**src/rtl/signed_result_bcd_pkg.sv**
```systemverilog
// -----------------------------------------------------------------------------
// signed_result_bcd_pkg
// Shared definitions for the signed quotient/remainder to BCD converter:
//   - FSM state encodings
//   - default operand width and BCD digit count
//   - the shift-add-3 threshold and the per-digit correction helper
// -----------------------------------------------------------------------------
package signed_result_bcd_pkg;

    // Converter control states
    typedef enum logic [1:0] {
        IDLE     = 2'd0,
        SHIFT    = 2'd1,
        DONE     = 2'd2,
        WAIT_LOW = 2'd3
    } state_t;

    // Default operand width and digits per result (10^DIGITS > 2^(WIDTH-1))
    localparam int DEF_WIDTH  = 8;
    localparam int DEF_DIGITS = 3;

    // A digit at or above this value would exceed 9 after doubling
    localparam logic [3:0] ADD3_THRESH = 4'd5;

    // Pre-shift correction of one BCD digit
    function automatic logic [3:0] add3_digit(input logic [3:0] digit);
        logic [3:0] result;
        if (digit >= ADD3_THRESH) begin
            result = digit + 4'd3;
        end else begin
            result = digit;
        end
        return result;
    endfunction

endpackage : signed_result_bcd_pkg

```
**src/rtl/bcd_dabble_step.sv**
```systemverilog
// -----------------------------------------------------------------------------
// bcd_dabble_step
// One combinational double-dabble iteration: every BCD digit >= 5 gets +3,
// then the concatenation {bcd, mag} is shifted left by one bit.
// Ports:
//   bcd     in   4*DIGITS        current BCD accumulator, digit 0 in [3:0]
//   mag     in   WIDTH           remaining binary magnitude bits
//   shifted out  4*DIGITS+WIDTH  {bcd_adjusted, mag} << 1
// -----------------------------------------------------------------------------
module bcd_dabble_step
    import signed_result_bcd_pkg::*;
#(
    parameter int WIDTH  = DEF_WIDTH,
    parameter int DIGITS = DEF_DIGITS
) (
    input  logic [4*DIGITS-1:0]       bcd,
    input  logic [WIDTH-1:0]          mag,
    output logic [4*DIGITS+WIDTH-1:0] shifted
);

    logic [4*DIGITS-1:0] adj_s;

    // Correct each digit, then shift the MSB of the magnitude into digit 0
    always_comb begin
        adj_s = {(4*DIGITS){1'b0}};
        for (int i = 0; i < DIGITS; i++) begin
            adj_s[4*i +: 4] = add3_digit(bcd[4*i +: 4]);
        end
        // The top bit of the adjusted accumulator is always zero for legal
        // DIGITS/WIDTH combinations, so dropping it loses nothing.
        shifted = {adj_s[4*DIGITS-2:0], mag, 1'b0};
    end

endmodule : bcd_dabble_step

```
**src/rtl/signed_result_bcd_converter.sv**
```systemverilog
// -----------------------------------------------------------------------------
// signed_result_bcd_converter
// Converts the signed divider quotient and remainder into sign-magnitude BCD
// using sequential double dabble, one bit per clock, both operands in parallel.
// Ports:
//   clk        in   1         system clock, rising edge
//   rst        in   1         synchronous active-high reset
//   start_sig  in   1         request, held until done_sig is seen
//   quotient   in   WIDTH     signed quotient, sampled on the accept edge
//   reminder   in   WIDTH     signed remainder, sampled on the accept edge
//   done_sig   out  1         one-cycle completion pulse
//   q_sign     out  1         quotient negative
//   q_bcd      out  4*DIGITS  quotient magnitude in BCD
//   r_sign     out  1         remainder negative
//   r_bcd      out  4*DIGITS  remainder magnitude in BCD
// -----------------------------------------------------------------------------
module signed_result_bcd_converter
    import signed_result_bcd_pkg::*;
#(
    parameter int WIDTH  = DEF_WIDTH,
    parameter int DIGITS = DEF_DIGITS
) (
    input  logic                  clk,
    input  logic                  rst,
    input  logic                  start_sig,
    input  logic [WIDTH-1:0]      quotient,
    input  logic [WIDTH-1:0]      reminder,
    output logic                  done_sig,
    output logic                  q_sign,
    output logic [4*DIGITS-1:0]   q_bcd,
    output logic                  r_sign,
    output logic [4*DIGITS-1:0]   r_bcd
);

    localparam int CW = (WIDTH > 2) ? $clog2(WIDTH) : 1;
    localparam int SW = 4*DIGITS + WIDTH;

    state_t              state_r;
    state_t              state_nxt_s;
    logic [CW-1:0]       cnt_r;
    logic [WIDTH-1:0]    q_mag_r;
    logic [WIDTH-1:0]    r_mag_r;
    logic [4*DIGITS-1:0] q_acc_r;
    logic [4*DIGITS-1:0] r_acc_r;
    logic                q_sign_cap_r;
    logic                r_sign_cap_r;
    logic [SW-1:0]       q_step_s;
    logic [SW-1:0]       r_step_s;
    logic                load_s;
    logic                shift_s;
    logic                finish_s;

    // Two's-complement magnitude; the most negative value maps to 2^(WIDTH-1)
    // which still fits in WIDTH unsigned bits.
    function automatic logic [WIDTH-1:0] abs_mag(input logic [WIDTH-1:0] x);
        logic [WIDTH-1:0] m;
        if (x[WIDTH-1]) begin
            m = ~x + WIDTH'(1);
        end else begin
            m = x;
        end
        return m;
    endfunction

    bcd_dabble_step #(.WIDTH(WIDTH), .DIGITS(DIGITS)) u_q_step (
        .bcd     (q_acc_r),
        .mag     (q_mag_r),
        .shifted (q_step_s)
    );

    bcd_dabble_step #(.WIDTH(WIDTH), .DIGITS(DIGITS)) u_r_step (
        .bcd     (r_acc_r),
        .mag     (r_mag_r),
        .shifted (r_step_s)
    );

    // State register
    always_ff @(posedge clk) begin
        if (rst) begin
            state_r <= IDLE;
        end else begin
            state_r <= state_nxt_s;
        end
    end

    // Next-state logic; WAIT_LOW keeps a level-held start from retriggering
    always_comb begin
        state_nxt_s = state_r;
        case (state_r)
            IDLE: begin
                if (start_sig) begin
                    state_nxt_s = SHIFT;
                end else begin
                    state_nxt_s = IDLE;
                end
            end
            SHIFT: begin
                if (cnt_r == {CW{1'b0}}) begin
                    state_nxt_s = DONE;
                end else begin
                    state_nxt_s = SHIFT;
                end
            end
            DONE: begin
                if (start_sig) begin
                    state_nxt_s = WAIT_LOW;
                end else begin
                    state_nxt_s = IDLE;
                end
            end
            WAIT_LOW: begin
                if (start_sig) begin
                    state_nxt_s = WAIT_LOW;
                end else begin
                    state_nxt_s = IDLE;
                end
            end
            default: begin
                state_nxt_s = IDLE;
            end
        endcase
    end

    // Datapath control decode from the current state
    always_comb begin
        load_s   = 1'b0;
        shift_s  = 1'b0;
        finish_s = 1'b0;
        case (state_r)
            IDLE: begin
                load_s = start_sig;
            end
            SHIFT: begin
                shift_s  = 1'b1;
                finish_s = (cnt_r == {CW{1'b0}});
            end
            DONE, WAIT_LOW: begin
                load_s = 1'b0;
            end
            default: begin
                load_s = 1'b0;
            end
        endcase
    end

    // Capture, shift and result registers
    always_ff @(posedge clk) begin
        if (rst) begin
            cnt_r        <= {CW{1'b0}};
            q_mag_r      <= {WIDTH{1'b0}};
            r_mag_r      <= {WIDTH{1'b0}};
            q_acc_r      <= {(4*DIGITS){1'b0}};
            r_acc_r      <= {(4*DIGITS){1'b0}};
            q_sign_cap_r <= 1'b0;
            r_sign_cap_r <= 1'b0;
            done_sig     <= 1'b0;
            q_sign       <= 1'b0;
            r_sign       <= 1'b0;
            q_bcd        <= {(4*DIGITS){1'b0}};
            r_bcd        <= {(4*DIGITS){1'b0}};
        end else begin
            if (load_s) begin
                q_sign_cap_r <= quotient[WIDTH-1];
                r_sign_cap_r <= reminder[WIDTH-1];
                q_mag_r      <= abs_mag(quotient);
                r_mag_r      <= abs_mag(reminder);
                q_acc_r      <= {(4*DIGITS){1'b0}};
                r_acc_r      <= {(4*DIGITS){1'b0}};
                cnt_r        <= CW'(WIDTH - 1);
            end else if (shift_s) begin
                q_acc_r <= q_step_s[SW-1:WIDTH];
                q_mag_r <= q_step_s[WIDTH-1:0];
                r_acc_r <= r_step_s[SW-1:WIDTH];
                r_mag_r <= r_step_s[WIDTH-1:0];
                if (cnt_r != {CW{1'b0}}) begin
                    cnt_r <= cnt_r - CW'(1);
                end else begin
                    cnt_r <= cnt_r;
                end
            end else begin
                cnt_r <= cnt_r;
            end

            // Results publish on the last shift edge and hold until the next one
            done_sig <= finish_s;
            if (finish_s) begin
                q_sign <= q_sign_cap_r;
                r_sign <= r_sign_cap_r;
                q_bcd  <= q_step_s[SW-1:WIDTH];
                r_bcd  <= r_step_s[SW-1:WIDTH];
            end else begin
                q_sign <= q_sign;
                r_sign <= r_sign;
                q_bcd  <= q_bcd;
                r_bcd  <= r_bcd;
            end
        end
    end

endmodule : signed_result_bcd_converter

```
**config.mk**
```make
export PLATFORM = sky130hd
export DESIGN_NAME = signed_result_bcd_converter
export DESIGN_NICKNAME = d
export VERILOG_FILES = /design/src/rtl/signed_result_bcd_pkg.sv /design/src/rtl/bcd_dabble_step.sv /design/src/rtl/signed_result_bcd_converter.sv
export SDC_FILE = /design/constraint.sdc
export NUM_CORES = 1
export LEC_CHECK = 0
export ABC_CLOCK_PERIOD_IN_PS = 1820
export BUFFER_PORTS_ARGS = -buffer_cell sky130_fd_sc_hd__buf_4
export CAP_MARGIN = 20
export CORE_UTILIZATION = 58
export DETAILED_ROUTE_END_ITERATION = 10
export GPL_ROUTABILITY_DRIVEN = 0
export PLACE_DENSITY_LB_ADDON = 0.1
export SKIP_LAST_GASP = 1
export SYNTH_ARGS = -nofsm -noshare
export SYNTH_HDL_FRONTEND = slang
export SYNTH_SLANG_ARGS = --single-unit
```
**constraint.sdc**
```tcl
create_clock -name clk -period 1.82 [get_ports clk]
set_clock_uncertainty 0.1 [all_clocks]
set_input_delay 0 -clock clk [delete_from_list [all_inputs] [get_ports clk]]
set_output_delay 0 -clock clk [all_outputs]
set_load 0.02 [all_outputs]
```
==> flow_summary_export.csv <==
group,metric,value,unit
power_and_ir_drop,combPwrFrac,0.222,
clock_tree,clockRootBuffer,"clkbuf_8",
setup_path,r2r_slack,0.09,ns
global_routing,grt_first_pass_wirelength,14000,um
setup_path,crit_buf_inv,1,
clock_tree,cts_buffer_depth,2,
synth,synthesis.nets,463,
power_and_ir_drop,clkPwrFrac,0.299,
finish,nets,529,
setup_path,rr_worst_depth,6,
power_and_ir_drop,internal_power,2640,uW
synth,synth_edf_count,0,
die,rows,28,
min_path,min_to,"q_mag_r[1]",
global_routing,track_usage,0.283,
global_routing,grt.busiest_layer,"met2",
detailed_routing,drt_iter0_markers,185,
setup_path,arrival,1.90,ns
setup_path,r2r_end,"q_acc_r[6]",
clock_tree,htreeDepth,3,
synth,synth_warnings,0,
setup_path,start_kind,"flip-flop",
global_routing,antenna_found_initial,0,
clock_tree,clock_sinks,74,
setup_path,max_stage_delay,0.39,ns
die,ios,46,
sta,final_max_slew_viol_count,0,
sta,fmax,577,MHz
detailed_routing,via_per_inst,5.71,
global_routing,grt-ovfl-total,0,
sta,relSlewSlack,0.704,
finish,final_common_cell,"dfxtp_1",
status,status,"finished, final reports clean",
synth,synth_cell_types,43,
sta,period_share,0.952,
clock_tree,cts_made_buffers,9,
global_routing,grt_max_degree,33,
synth,synthCells,428,
detailed_routing,wirelength,8610,um
finish,synthToLayoutAreaGrowth,21.5,%
setup_path,cpMaxStageDelayCell,"mux2_2",
setup_path,cp_cell_sequence,"inv_1 > ha_1 > nand2b_1 > a21oi_1 > mux2_2 > o22ai_1",
global_routing,grt_pass1_vias,3069,
global_routing,gr-usage-met3,0.0775,
detailed_routing,vias,3272,
power_and_ir_drop,ir_drop,0.000597,V
setup_path,r2r_start,"q_acc_r[4]",
global_routing,grt_util_met2,0.492,
finish,fillCellCount,452,
finish,final_cell_mix,"dfxtp_1, buf_4, a21oi_1",
min_path,hold_start,"quotient[1]",
die,start_util,0.606,
power_and_ir_drop,p_switching,1140,uW
setup_path,crit_fanout,5,
setup_path,cp_data_required_time,1.99,ns
sta,setup_viol,0,
setup_path,crit_family,"compound AO/OA/AOI/OAI gates",
setup_path,crit_path_end_kind,"flip-flop",
synth,synth_ff_type,"dfxtp_1",
job,drv_cap,0,
synth,syn_area,3630,um2
die,core,5990,um2
detailed_routing,drc,0,
die,fp.dieH,81.1,um
sta,hold_violations,0,
sta,rsz0062_at_grt,"true",
power_and_ir_drop,pwr_density_cell,856,nW/um2
setup_path,crit_type,"reg -> reg",
synth,async_flop_share,0,
clock_tree,clk_pin_slew,0.07,ns
power_and_ir_drop,p_leak,0.00172,uW
die,die_w,81.1,um
placed_design,portBuffers,45,
power_and_ir_drop,swShare,0.301,
clock_tree,insertion_delay,0.34,ns
global_routing,use_met1,0.333,
min_path,hold_class,"in -> reg",
sta,tightest_slew,0.443,ns
synth,yosysSeqAreaShare,0.408,
finish,drive_gt1_frac,0.211,
die,die_area,6580,um2
finish,final_util,0.736,
clock_tree,post_cts_buffers,0,
synth,avgSynthCellArea,8.48,um2
detailed_routing,drtAntennaViolNets,0,
sta,fin_setup_tns,0,ns
clock_tree,tritoncts,"done",
min_path,min_delay_path_depth,5,
placed_design,dp_hpwl,5950,um
finish,antenna_cells,0,
power_and_ir_drop,power_frac_seq,0.479,
sta,period_minus_slack,1.73,ns
synth,ys_ff_latch,74,
detailed_routing,first_pass_iters,4,
detailed_routing,wl_per_cell,15.0,um
## state kept, by name, indices dropped and copies added, names as in the netlist, 2 cells and up
signal	cells
q_bcd	12
r_bcd	12
cnt_r	3
r_mag_r	8
r_acc_r	12
q_mag_r	8
state_r	2
q_acc_r	12
## cell families (layout without fill, tap and decap cells)
kind of cell / count (synthesis) / in the layout / share of synthesized area
simple gates: 136 / 136 / 0.189
fa+ha+maj: 16 / 16 / 0.0552
xor+xnor: 11 / 11 / 0.0265
mux: 7 / 7 / 0.0214
buf+inv: 49 / 119 / 0.0686
flops: 74 / 74 / 0.408
compound gates: 135 / 135 / 0.231
## how the worst max path moves through the flow
stage,from,to,slack [ns],depth (start not counted)
6_report,q_acc_r[4],q_acc_r[6],0.09,6
2_1_floorplan,q_acc_r[4],q_acc_r[6],0.26,6
4_1_cts,cnt_r[0],r_bcd[10],0.03,6
5_1_grt,cnt_r[0],q_bcd[4],-0.006,7
3_5_place_dp,cnt_r[0],q_bcd[4],0.04,7
3_3_place_gp,cnt_r[0],r_bcd[9],0.17,6
## metrics by stage
step | setup slack (ns) | total power, uW | cell area [um2] | std cells | hold WS (ns)
final | 0.0882 | 3780 | 4410 | 573 | 0.0372
after floorplan | 0.262 | 2380 | 3630 | 428 | 0.00230
after detailed placement | 0.0443 | 2630 | 4050 | 542 | 0.107
after CTS | 0.0292 | 3780 | 4390 | 574 | 0.00877
after global routing | -0.00566 | 3960 | 4410 | 573 | 0.0642
after global placement | 0.168 | 2600 | 4050 | 542 | 0.109
## worst min-delay path, delay by kind of cell
family	cells	cell delay (ns)
AOI/OAI and AO/OA	2	0.21
and+or+nand+nor	1	0.08
buffers and inverters	2	0.14
## Yosys cell counts, types with 2 or more instances
| library cell | n | area share |
|---|---|---|
| a211oi_1 | 7 | 0.014 |
| a21oi_1 | 53 | 0.073 |
| a222oi_1 | 2 | 0.0055 |
| a22o_1 | 2 | 0.0048 |
| a22oi_1 | 6 | 0.012 |
| and3_1 | 2 | 0.0034 |
| buf_1 | 3 | 0.0031 |
| buf_2 | 13 | 0.018 |
| buf_6 | 6 | 0.019 |
| clkbuf_1 | 3 | 0.0031 |
| dfxtp_1 | 74 | 0.41 |
| ha_1 | 16 | 0.055 |
| inv_1 | 23 | 0.024 |
| mux2_2 | 6 | 0.019 |
| nand2_1 | 44 | 0.046 |
| nand2b_1 | 10 | 0.017 |
| nand3_1 | 21 | 0.029 |
| nand4_1 | 4 | 0.0069 |
| nor2_1 | 30 | 0.031 |
| nor2b_4 | 2 | 0.0076 |
| nor3b_1 | 12 | 0.025 |
| o21ai_0 | 26 | 0.036 |
| o21ai_2 | 9 | 0.022 |
| o221ai_1 | 4 | 0.0097 |
| o22ai_1 | 12 | 0.021 |
| o31ai_1 | 4 | 0.0083 |
| o41ai_1 | 6 | 0.014 |
| or3b_1 | 2 | 0.0048 |
| or4_1 | 2 | 0.0041 |
| xnor2_1 | 11 | 0.027 |
## final cells by class
class                   count  area, um2  area share
well taps                  75       93.8      0.0213
multi-input cells         305       1920       0.436
flip-flops and latches     74       1480       0.336
clock buffers              12        155      0.0352
clock inverters             3       15.0     0.00340
repair buffers             81        657       0.149
inverters                  23       86.3      0.0196
## power by group through the flow
stage	Sequential, uW	Combinational, uW	Clock, uW
floorplan	1860	515	0
global placement	1840	765	0
detailed placement	1840	792	0
CTS	1810	823	1150
global route	1820	926	1220
finish	1810	838	1130
## timing repair
| item | CTS | global route |
|---|---|---|
| endpoints found under the hold margin | 18 | 0 |
| resized for setup | 0 | 8 |
| setup endpoints to repair | 0 | 23 |
| hold buffers | 17 | 0 |
## metal layers
layer | vias up | share of wire
li1 | 1646 | -
met1 | 1534 | 0.44
met2 | 78 | 0.50
met3 | 14 | 0.043
met4 | 0 | 0.018
met5 | - | 0
Power figures use the tool's default switching activity.
